**config.mk**
```make
export PLATFORM = sky130hd
export DESIGN_NAME = cnt_burst_sched
export DESIGN_NICKNAME = d
export VERILOG_FILES = /design/src/rtl/cnt_burst_sched.sv
export SDC_FILE = /design/constraint.sdc
export NUM_CORES = 1
export LEC_CHECK = 0
export BUFFER_PORTS_ARGS = -buffer_cell sky130_fd_sc_hd__buf_2
export CAP_MARGIN = 20
export CELL_PAD_IN_SITES_DETAIL_PLACEMENT = 0
export CELL_PAD_IN_SITES_GLOBAL_PLACEMENT = 2
export CORE_MARGIN = 1.5
export CORE_UTILIZATION = 20
export CTS_CLUSTER_DIAMETER = 100
export DETAILED_ROUTE_END_ITERATION = 7
export PLACE_DENSITY = 0.8
export SYNTH_ARGS = -nofsm -noshare
export SYNTH_HDL_FRONTEND = slang
export SYNTH_SLANG_ARGS = --single-unit
```
**constraint.sdc**
```tcl
create_clock -name clk -period 1.4 [get_ports clk]
set_input_delay 0.28 -clock clk [delete_from_list [all_inputs] [get_ports clk]]
set_output_delay 0.28 -clock clk [all_outputs]
set_load 0.03 [all_outputs]
```
**src/rtl/cnt_burst_sched.sv**
```systemverilog
// cnt_burst_sched: shares one up/down counter between two burst requesters.
//   A round-robin arbiter accepts one {dir, len} command while idle. The block
//   then emits one cnt_up or cnt_dn strobe per cycle until the burst is done.
//   Latency: accept at edge T, strobes in cycles T+1..T+len, done in cycle T+len
//   (len=0: done in T+1). Backpressure: ready is low while a burst runs, and a
//   global hold pauses strobes without losing the remaining count.
// Ports:
//   clk, rst_n (async, active-high: the block is in reset while rst_n=1)
//   req{0,1}_valid/dir/len/ready - command handshake per requester
//   hold      - pause strobes
//   cnt_value - counter value from the datapath (used only by the saturation guard)
//   cnt_up/cnt_dn - counter strobes
//   busy, grant_id, done, sat - status
// Optional feature: define CNT_BURST_SAT_GUARD_EN to end a burst early, with
//   done+sat, when the next strobe would make the counter wrap.
module cnt_burst_sched #(
  parameter int CNT_W = 8,
  parameter int LEN_W = 4
) (
  input  logic             clk,
  input  logic             rst_n,
  input  logic             req0_valid,
  input  logic             req0_dir,
  input  logic [LEN_W-1:0] req0_len,
  output logic             req0_ready,
  input  logic             req1_valid,
  input  logic             req1_dir,
  input  logic [LEN_W-1:0] req1_len,
  output logic             req1_ready,
  input  logic             hold,
  input  logic [CNT_W-1:0] cnt_value,
  output logic             cnt_up,
  output logic             cnt_dn,
  output logic             busy,
  output logic             grant_id,
  output logic             done,
  output logic             sat
);

  localparam logic ST_IDLE = 1'b0;
  localparam logic ST_RUN  = 1'b1;

  logic             state;
  logic [LEN_W-1:0] remaining;
  logic             dir_r;
  logic             rr_ptr;
  logic             grant_q;

  logic is_run;
  logic accept;
  logic winner;
  logic rem_zero;
  logic rem_one;
  logic guard;
  logic strobe;

  assign is_run = (state == ST_RUN);

  // When both requesters are valid, rr_ptr chooses the winner. When only one
  // is valid, that requester wins. The two readys are mutually exclusive.
  assign req0_ready = ~is_run & req0_valid & (~req1_valid | ~rr_ptr);
  assign req1_ready = ~is_run & req1_valid & (~req0_valid |  rr_ptr);
  assign accept     = req0_ready | req1_ready;
  assign winner     = req1_ready;

  assign rem_zero = (remaining == '0);
  assign rem_one  = (remaining == LEN_W'(1));

`ifdef CNT_BURST_SAT_GUARD_EN
  // Stop before the counter would wrap. The guard also applies during hold,
  // so a held burst against a saturated counter still terminates.
  assign guard = is_run & (dir_r ? (&cnt_value) : ~(|cnt_value));
  assign sat   = guard;
`else
  logic unused_cnt_value;
  assign unused_cnt_value = ^cnt_value;
  assign guard = 1'b0;
  assign sat   = 1'b0;
`endif

  assign strobe   = is_run & ~rem_zero & ~hold & ~guard;
  assign cnt_up   = strobe &  dir_r;
  assign cnt_dn   = strobe & ~dir_r;
  assign busy     = is_run;
  assign grant_id = grant_q;
  // A len=0 burst ends in its first RUN cycle whatever the state of hold.
  assign done     = is_run & ((strobe & rem_one) | rem_zero | guard);

  always_ff @(posedge clk or posedge rst_n) begin
    if (rst_n) begin
      state     <= ST_IDLE;
      remaining <= '0;
      dir_r     <= 1'b0;
      rr_ptr    <= 1'b0;
      grant_q   <= 1'b0;
    end else begin
      case (state)
        ST_IDLE: begin
          if (accept) begin
            state     <= ST_RUN;
            remaining <= winner ? req1_len : req0_len;
            dir_r     <= winner ? req1_dir : req0_dir;
            grant_q   <= winner;
            rr_ptr    <= ~winner;
          end
        end
        default: begin
          if (strobe) begin
            remaining <= remaining - LEN_W'(1);
          end
          if (done) begin
            state <= ST_IDLE;
          end
        end
      endcase
    end
  end

endmodule
```
== Word level (Yosys, flattened, before mapping) ==
Cells that the tools add are included.

* Register bits: 8
* Bits of input ports: 23
* Logic and storage cells: 42

* $add $sub $neg: 1
* Equal/unequal tests: 2
* Multiplexer cells: 8
* Bitwise logic cells: 22
* Reductions and logical operators: 4

{| class="wikitable"
|+ Operator list
! kind !! count
|-
| $mux 4 || 4
|-
| $and 1x1->1 || 10
|-
| $not 1->1 || 8
|-
| $eq 4x1->1 const B || 1
|-
| $logic_not 4->1 || 1
|-
| $mux 1 || 4
|-
| $or 1x1->1 || 4
|-
| $reduce_and 2->1 || 2
|-
| $sub 4x1->4 const B || 1
|-
| $ne 2x1->1 const B || 1
|-
| $reduce_bool 2->1 || 1
|}

== Depth between registers and ports, before layout ==
Gate-level depths: netlist (run 1).

* Depth after elaboration: 9
* Gate-level depth with buffers: 6
* Mapped depth without buffers: 6

== Worst setup path before layout (run 1) ==
No wires, ideal clock.

* Kind: flip-flop to output port
* Start: reg remaining[0]
* End: out cnt_up
* Arrival: 1.613 ns
* Required time: 1.120 ns
* Path slack: -0.493 ns
* Stages on the path, launching flop included: 5
* Path through: dfrtp_1 inv_1 ha_1 nor3b_2 nor3b_1

* Cells in the longest elaborated chain, start to end: 5

{| class="wikitable"
|+ RTL lines
! what !! RTL line !! text
|-
| start: declaration || 44 || <nowiki>logic [LEN_W-1:0] remaining;</nowiki>
|-
| start signal: assignment || 101 || <nowiki>remaining <= winner ? req1_len : req0_len;</nowiki>
|-
| start signal: assignment || 109 || <nowiki>remaining <= remaining - LEN_W'(1);</nowiki>
|-
| $logic_not 4->1 || 66 || <nowiki>assign rem_zero = (remaining == '0);</nowiki>
|-
| $not 1->1 || 81 || <nowiki>assign strobe = is_run & ~rem_zero & ~hold & ~guard;</nowiki>
|-
| $and 1x1->1 (2 in a row) || 81 ||
|-
| $and 1x1->1 || 82 || <nowiki>assign cnt_up = strobe & dir_r;</nowiki>
|-
| end: declaration || 32 || <nowiki>output logic cnt_up,</nowiki>
|}

Every way passes these cells.

== Worst setup path after layout (run 1) ==
Same ends and word-level chain as after synthesis.

==> reports/metrics.cfg, run 1 <==
[status]
outcome=finished, violations left
violations=negative setup slack

[timing]
maxSlewViolCount=0
grt_setup_unrepaired=yes
hold_viol_final=0
setup_viol=8
finClkSkew_ns=0.00285
finalCritPeriodShare_pct=123
fmax_ghz=0.582
period_needed_ns=1.72
holdWs_ns=0.320
setup_tns_ns=-1.76
worst_slack_ns=-0.319

[critical_path]
crit_arrival_ns=1.44
startpoint_type=flip-flop
worstSetupPathType=flip-flop to primary output
cp_top_family=flip-flops
cp_num_buf_inv=2
crit_fanout=3
r2r_end=remaining[2]
path_cells=inv_1 -> ha_2 -> nor3b_4 -> nor3b_4 -> buf_6
worstReg2RegStart=remaining[0]
cp-end-kind=primary output
crit_path_frequent_cell=nor3b_4
worst_r2r_path_depth=8
reg2reg_slack_ns=-0.25
cpPeakStageDelay_ns=0.41
crit_slowest_cell=dfrtp_1
cp.required_ns=1.12

[die]
chipHeight_um=56.2
fp.dieW_um=56.2
start_util_pct=20.9
pin_count=31
core_mm2=0.00271
rows=19
die-area_mm2=0.00316

[yosys]
synth_edf_count=0
synth.most_common_cell=nand2_1
synth_fp_nets=89
yosys-top-cells-area=dfrtp_1 35%, nand2_1 6.0%, mux2i_1 5.3%, ha_1 4.4%, a21oi_1 2.6%
netlist_instances=64
yosysTopAreaCellShare_pct=35.3
ys_top_cells_by_count=9 x nand2_1, 8 x dfrtp_1, 4 x inv_1
yosysWarnings=0
yosys.area.top_type=dfrtp_1
ys.flop_type=dfrtp_1
synth_area_um2=567
yosysSeqAreaShare_pct=35.3
synth_seq_cells=8
postSynthAreaPerCell_um2=8.86
async_flop_share_pct=100
yosysUniqueCellTypes=34

[cts]
root_buffer=clkbuf_4
cts_made_buffers=3
cts.htree.levels=1
clk_pin_slew_worst_paths_ns=0.06
clock-sinks=8
clockBufferDepth=2
clock_latency_ns=0.25
cts_tree=done

[hold_path]
hold_class=primary input to flip-flop
min_to=dir_r
whs_path_depth=3
worstHoldStart=req1_dir

[placement]
placed_cells=129
placed_cell_area_um2=851
dpl.hpwl_um=1280
io_buffers=21
finalWeightedCongestion=0.750

[routing]
wl_per_cell_um=11.8
drtIter0Drc=11
drcViolationCount=0
wl_um=1690
via_per_inst=4.42
drtAntennaViolNets=0
vias=637
drt_first_pass_iters=2

[global_routing]
antenna_found_initial=0
grt_pass1_vias=633
grt_pass1_wl_um=2750
grt_overflow=0
grt_start_max_net_pins=9
grtUsageTotal_pct=11.2

[job]
cap_violations=0

[power]
power_leakage_nw=0.539
ir_worst_vdd_v=0.00105
powerDensity_mw_per_mm2=2170
total_power_mw=2.36

[final_layout]
design_area_mm2=0.00108
drive_gt1_share_pct=62.8
num_antenna_cells=0
layout.cells.non_filler=144
area_delta_synth_final_pct=91.4
nets=139

## stage by stage
stage,utilization (%),setup WS (ns)
after global placement,31.4,-0.151
after floorplan,-,-0.0497
final,40.0,-0.319
after global routing,40.0,-0.379
after CTS,37.8,-0.330
after detailed placement,31.4,-0.179
## repair_timing
action,CTS,global route
hold endpoints to repair,8,0
hold buffers,1,0
setup endpoints to repair,11,10
pin swaps,4,3
buffers inserted,6,4
gates resized for setup,24,7
## routing by layer
layer  global-route usage (%)  wire length, um  up-vias
met2                     18.8              908       14
met4                     6.46               20        0
met5                        0                0        -
met3                     2.79               68        2
met1                     12.9              696      294
li1                         -                -      327
## flip-flops by register name, indices dropped and copies added (netlist names)
name / flops
busy: 1
dir_r: 1
grant_id: 1
remaining: 4
rr_ptr: 1
## placed cells by master, fill, tap and decap left out, drive strengths merged
cell type    count
dlygate4sd3      1
a21o             1
nor4             1
and3             2
o22ai            1
nor2             2
a32oi            1
o21a             1
a21boi           1
dfrtp            8
ha               2
nand3            2
a31o             1
nor3             3
o31ai            1
nor3b            2
a211oi           1
inv              5
and3b            1
nand2b           3
buf             46
nand2            9
conb             1
clkbuf           4
o21ai            5
mux2i            3
mux2             1
o21bai           1
a21oi            3
## worst reg2reg max path: stages, from the launching register on
cell	delay, ns
dfrtp_1	0.41
inv_1	0.08
ha_2	0.16
nor3b_4	0.32
buf_4	0.19
buf_6	0.10
o21ai_4	0.06
a21oi_1	0.16
a21oi_1	0.05
## cells by family (layout without fill, tap and decap cells)
group                      count (synthesis)  in the layout  share of synthesized area [%]
buffers and inverters                      7             56                           5.52
AOI/OAI and AO/OA                         17             17                           20.5
adders and majority gates                  2              2                           4.41
and+or+nand+nor                           25             25                           25.6
other                                      1              1                          0.662
muxes                                      4              4                           7.95
DFF                                        8              8                           35.3
## worst max path at each step
stage,startpoint,end,cells after the start
final,remaining[0],cnt_up,5
after global routing,remaining[0],done,5
after CTS,remaining[0],cnt_up,5
after detailed placement,remaining[0],remaining[2],7
after global placement,remaining[0],remaining[2],7
after floorplan,remaining[0],cnt_up,4
## cell type report
type,count,area [um^2]
multi-input combinational,49,439
inverter,5,23.8
timing repair buffer,47,355
sequential,8,201
tap,31,38.8
clock buffer,4,26.3
fill,283,1630
## power breakdown
part / switching (mW) / total (mW) / internal (mW)
Clock: 0.0824 / 0.192 / 0.109
Combinational: 0.787 / 1.69 / 0.899
Sequential: 0.125 / 0.478 / 0.352
Total: 0.995 / 2.36 / 1.36
Note: power is estimated with default switching activity, not from simulation.
==> run 2: changes to the inputs <==
--- a/config.mk
+++ b/config.mk
@@ -10,10 +10,10 @@
 export CELL_PAD_IN_SITES_DETAIL_PLACEMENT = 0
 export CELL_PAD_IN_SITES_GLOBAL_PLACEMENT = 2
 export CORE_MARGIN = 1.5
-export CORE_UTILIZATION = 20
+export CORE_UTILIZATION = 23
 export CTS_CLUSTER_DIAMETER = 100
 export DETAILED_ROUTE_END_ITERATION = 7
-export PLACE_DENSITY = 0.8
+export PLACE_DENSITY = 0.86
 export SYNTH_ARGS = -nofsm -noshare
 export SYNTH_HDL_FRONTEND = slang
 export SYNTH_SLANG_ARGS = --single-unit
==> constraint.sdc (replaced) <==
create_clock -name clk -period 1.9 [get_ports clk]
set_input_delay 0.38 -clock clk [delete_from_list [all_inputs] [get_ports clk]]
set_output_delay 0.38 -clock clk [all_outputs]
set_load 0.03 [all_outputs]
==> run 2 against run 1 <==
The run now ends clean. First-iteration DRC count down 64%. Critical path depth unchanged. Register-to-register slack better by 0.51 ns. Power down 49%. Sequential cell count unchanged. Largest power group unchanged. Sequential share of layout area up 7.7 points. Worst setup slack better by 0.37 ns. Wire length down 19%. Via count down 14%.
==> reports/metrics.cfg, run 2 (synthesized netlist as in run 1, its figures left out) <==
[cts]
clk_pin_slew_worst_paths_ns=0.06
cts.htree.levels=1
clockBufferDepth=2
cts_made_buffers=3
holdBufCountCts=0
cts_tree=done
clock-sinks=8
clock_latency_ns=0.25
root_buffer=clkbuf_4

[critical_path]
startpoint_type=flip-flop
cp.required_ns=1.52
cp-end-kind=primary output
crit_fanout=5
crit_arrival_ns=1.47
worstSetupPathType=flip-flop to primary output

[placement]
dpl.hpwl_um=1040
io_buffers=21
finalWeightedCongestion=0.742

[routing]
wl_um=1360
wl_per_cell_um=11.6
drt_first_pass_iters=3
drtAntennaViolNets=0
drcViolationCount=0
drtIter0Drc=4
via_per_inst=4.67
vias=551

[die]
pin_count=31
start_util_pct=24.9
core_mm2=0.00228
die-area_mm2=0.00277
rows=17
fp.dieW_um=52.6
chipHeight_um=52.6

[global_routing]
grt_start_max_net_pins=10
grtUsageTotal_pct=11.0
antenna_found_initial=0
grt_pass1_vias=507
grt_pass1_wl_um=2240
grt_overflow=0

[job]
cap_violations=0

[final_layout]
area_delta_synth_final_pct=35.3
nets=117
multiInputGateArea_um2=349
fillCellCount=250
regArea_um2=201
top_register=remaining
final_common_cell=buf_2
largest_reg_flops=4
layout_common_cells=19 x buf_2, 9 x nand2_1, 7 x dfrtp_1
num_antenna_cells=0
drive_gt1_share_pct=43.3

[timing]
maxSlewViolCount=0
period_needed_ns=1.85
fmax_ghz=0.541
finClkSkew_ns=0.00232
holdWs_ns=0.0702
setup_tns_ns=0
setup_viol=0
hold_viol_final=0
grt_setup_unrepaired=yes
finalCritPeriodShare_pct=97.2

[power]
p_int_uw=651
switching_share_pct=45.6
powerDensity_mw_per_mm2=1560
switchingPower_uw=544
power_leakage_nw=0.414
combinationalPowerShare_pct=58.1
clockPowerShare_pct=11.1
p_seq_share_pct=30.7
ir_worst_vdd_v=0.000788

[status]
outcome=finished clean

[hold_path]
hold_class=primary input to async pin

[run 2: layout make-up]
class	instances	share of cell area (%)
inverter	5	2.45
clock buffer	3	2.94
timing repair buffer	25	18.3
multi-input combinational	49	45.5
sequential	8	26.3
tap	28	4.57
[run 2: power groups by stage]
stage	logic (mW)	registers, mW	clock network, mW
2_1_floorplan	0.477	0.367	0
3_3_place_gp	0.643	0.358	0
3_5_place_dp	0.652	0.361	0
4_1_cts	0.694	0.363	0.137
5_1_grt	0.774	0.383	0.146
6_report	0.694	0.367	0.133
[run 2: worst paths after layout]
check                             start            to  slack [ns]  depth (start not counted)
setup reg to reg           remaining[0]  remaining[0]        0.26                          7
hold reg to reg                grant_id      grant_id        0.48                          2
setup / recovery           remaining[0]        cnt_dn        0.05                          5
max in group asynchronous         rst_n  remaining[0]        1.56                          2
min in group clk               req1_dir         dir_r        0.40                          3
hold / removal                    rst_n        rr_ptr        0.07                          2
[run 2: worst max-delay path, stage by stage, from the launching register on]
cell,delay [ns]
dfrtp_2,0.44
inv_1,0.07
ha_2,0.22
nor3b_4,0.25
nor3_1,0.07
buf_4,0.17
[run 2: per-layer routing]
metal | vias up | global-route usage (%) | part of all wire [%]
li1 | 280 | - | -
met1 | 255 | 12.5 | 43
met2 | 16 | 20.6 | 53
met3 | 0 | 0.857 | 3.7
met4 | 0 | 5.13 | 0
met5 | - | 0 | 0
[run 2: timing repair]
action | CTS | global route
gates resized for setup | 4 | 1
endpoints found under the setup margin | 2 | 3
buffers inserted | 1 | 1
[run 2: stage by stage]
stage | util [%] | setup WS [ns] | instances | total power [mW] | area (um^2)
finish | 33.7 | 0.0528 | 118 | 1.20 | 767
global route | 33.7 | -0.0501 | 118 | 1.30 | 767
CTS | 33.3 | 0.0335 | 117 | 1.19 | 758
detailed placement | 31.4 | 0.211 | 113 | 1.01 | 714
global placement | 31.4 | 0.240 | 113 | 1.00 | 714
floorplan | - | -0.00386 | 64 | 0.844 | 572
==> run 3: changes to the inputs <==
--- a/config.mk
+++ b/config.mk
@@ -5,7 +5,7 @@
 export SDC_FILE = /design/constraint.sdc
 export NUM_CORES = 1
 export LEC_CHECK = 0
-export BUFFER_PORTS_ARGS = -buffer_cell sky130_fd_sc_hd__buf_2
+export BUFFER_PORTS_ARGS = -buffer_cell sky130_fd_sc_hd__buf_4
 export CAP_MARGIN = 20
 export CELL_PAD_IN_SITES_DETAIL_PLACEMENT = 0
 export CELL_PAD_IN_SITES_GLOBAL_PLACEMENT = 2
==> run 3 against run 2 <==
Global-route usage grew 1.3 points. Sequential power hardly changed. Die area did not move. Fmax rose by 2.7%. Via count is the same. Non-clock buffer count did not move. Design area rose by 7.8%. Sequential cell count did not move. Sequential share of layout area is 2.1 points lower. Clock skew fell by 0.00085 ns.
==> reports/metrics.cfg, run 3 (synthesized netlist as in run 1, its figures left out) <==
[die]
fp.dieW_um=52.6
rows=17
core_mm2=0.00228
pin_count=31
die-area_mm2=0.00277
chipHeight_um=52.6
start_util_pct=24.9

[placement]
placed_cell_area_um2=767
io_buffers=21
finalWeightedCongestion=0.745
dpl.hpwl_um=1110
placed_cells=113

[timing]
setup_tns_ns=0
setup_viol=0
maxSlewViolCount=0
hold_viol_final=0
period_needed_ns=1.80
grt_setup_unrepaired=no
fmax_ghz=0.556
holdWs_ns=0.0805
finClkSkew_ns=0.00147
finalCritPeriodShare_pct=94.7

[final_layout]
final_common_cell=buf_4
fillCellCount=239
area_delta_synth_final_pct=45.9
num_antenna_cells=0
layout_common_cells=25 x buf_4, 9 x nand2_1, 8 x dfrtp_1
largest_reg_flops=4
drive_gt1_share_pct=45.6
design_area_um2=827
utilization_pct=36.3
nets=117
layout.cells.non_filler=118
top_register=remaining

[critical_path]
crit_end=done
r2r_end=remaining[0]
reg2reg_slack_ns=0.31
worst_r2r_path_depth=8
setup.worst_path.start=remaining[1]
crit_arrival_ns=1.42
cp-end-kind=primary output
cp.required_ns=1.52
crit_fanout=3
startpoint_type=flip-flop
worstReg2RegStart=remaining[1]
worstSetupPathType=flip-flop to primary output

[global_routing]
grt_start_max_net_pins=10
grt_pass1_wl_um=2500
grt_overflow=0
antenna_found_initial=0
grtUsageTotal_pct=12.4
grt_pass1_vias=561

[cts]
cts_tree=done
root_buffer=clkbuf_4
clockBufferDepth=2
clock-sinks=8
clk_pin_slew_worst_paths_ns=0.06
cts.htree.levels=1
cts_made_buffers=3
clock_latency_ns=0.25

[routing]
wl_um=1450
vias=551
drt_first_pass_iters=2
drtAntennaViolNets=0
wl_per_cell_um=12.3
drtIter0Drc=1
drcViolationCount=0
via_per_inst=4.67

[job]
cap_violations=0

[status]
outcome=finished clean

[power]
powerDensity_mw_per_mm2=1540
ir_worst_vdd_v=0.000848
power_leakage_nw=0.430

[hold_path]
hold_class=primary input to async pin

## run 3: cell counts in the layout (fill, tap and decap cells not counted)
No cell type changed its count.
## run 3: layout make-up
class | count | area (um^2) | share of cell area (%)
tap | 28 | 35.0 | 4.24
timing repair buffer | 25 | 188 | 22.7
clock buffer | 3 | 22.5 | 2.72
sequential | 8 | 200 | 24.2
inverter | 5 | 18.8 | 2.27
multi-input combinational | 49 | 363 | 43.9
## run 3: stage by stage
| stage | total power, mW | setup slack (ns) |
|---|---|---|
| 2_1_floorplan | 0.844 | -0.00386 |
| 6_report | 1.27 | 0.101 |
| 5_1_grt | 1.39 | 0.00829 |
| 4_1_cts | 1.23 | 0.0300 |
| 3_3_place_gp | 1.04 | 0.269 |
| 3_5_place_dp | 1.05 | 0.234 |
## run 3: critical path, stage by stage (launching register included)
cell and delay [ns]:
dfrtp_1 0.39, inv_2 0.08, ha_1 0.17, and3b_1 0.16, o21ai_2 0.14, nor2_1 0.06
buf_4 0.16
## run 3: metal layers
| layer | part of all wire [%] | GRT usage (%) | vias up | wire length, um |
|---|---|---|---|---|
| met1 | 47 | 13.8 | 250 | 675 |
| met3 | 3.7 | 2.57 | 2 | 54 |
| met4 | 0.28 | 5.13 | 0 | 4 |
| li1 | - | - | 283 | - |
| met5 | 0 | 0 | - | 0 |
| met2 | 49 | 22.3 | 16 | 714 |
## run 3: timing repair
action / CTS / global route
hold buffers: 0 / 0
setup buffers: 2 / 0
endpoints found under the setup margin: 2 / 3
gates resized for setup: 2 / 4
## run 3: power by group
group          total [mW]  internal [mW]  switching, mW
clock               0.132         0.0724         0.0600
sequential          0.364          0.257          0.107
combinational       0.775          0.369          0.405
## run 3: how the worst min path moves through the flow
stage,depth (start not counted),start,end
floorplan,1,rst_n,busy
global placement,2,rst_n,grant_id
detailed placement,2,rst_n,grant_id
CTS,2,rst_n,rr_ptr
global route,2,rst_n,remaining[0]
finish,2,rst_n,remaining[0]
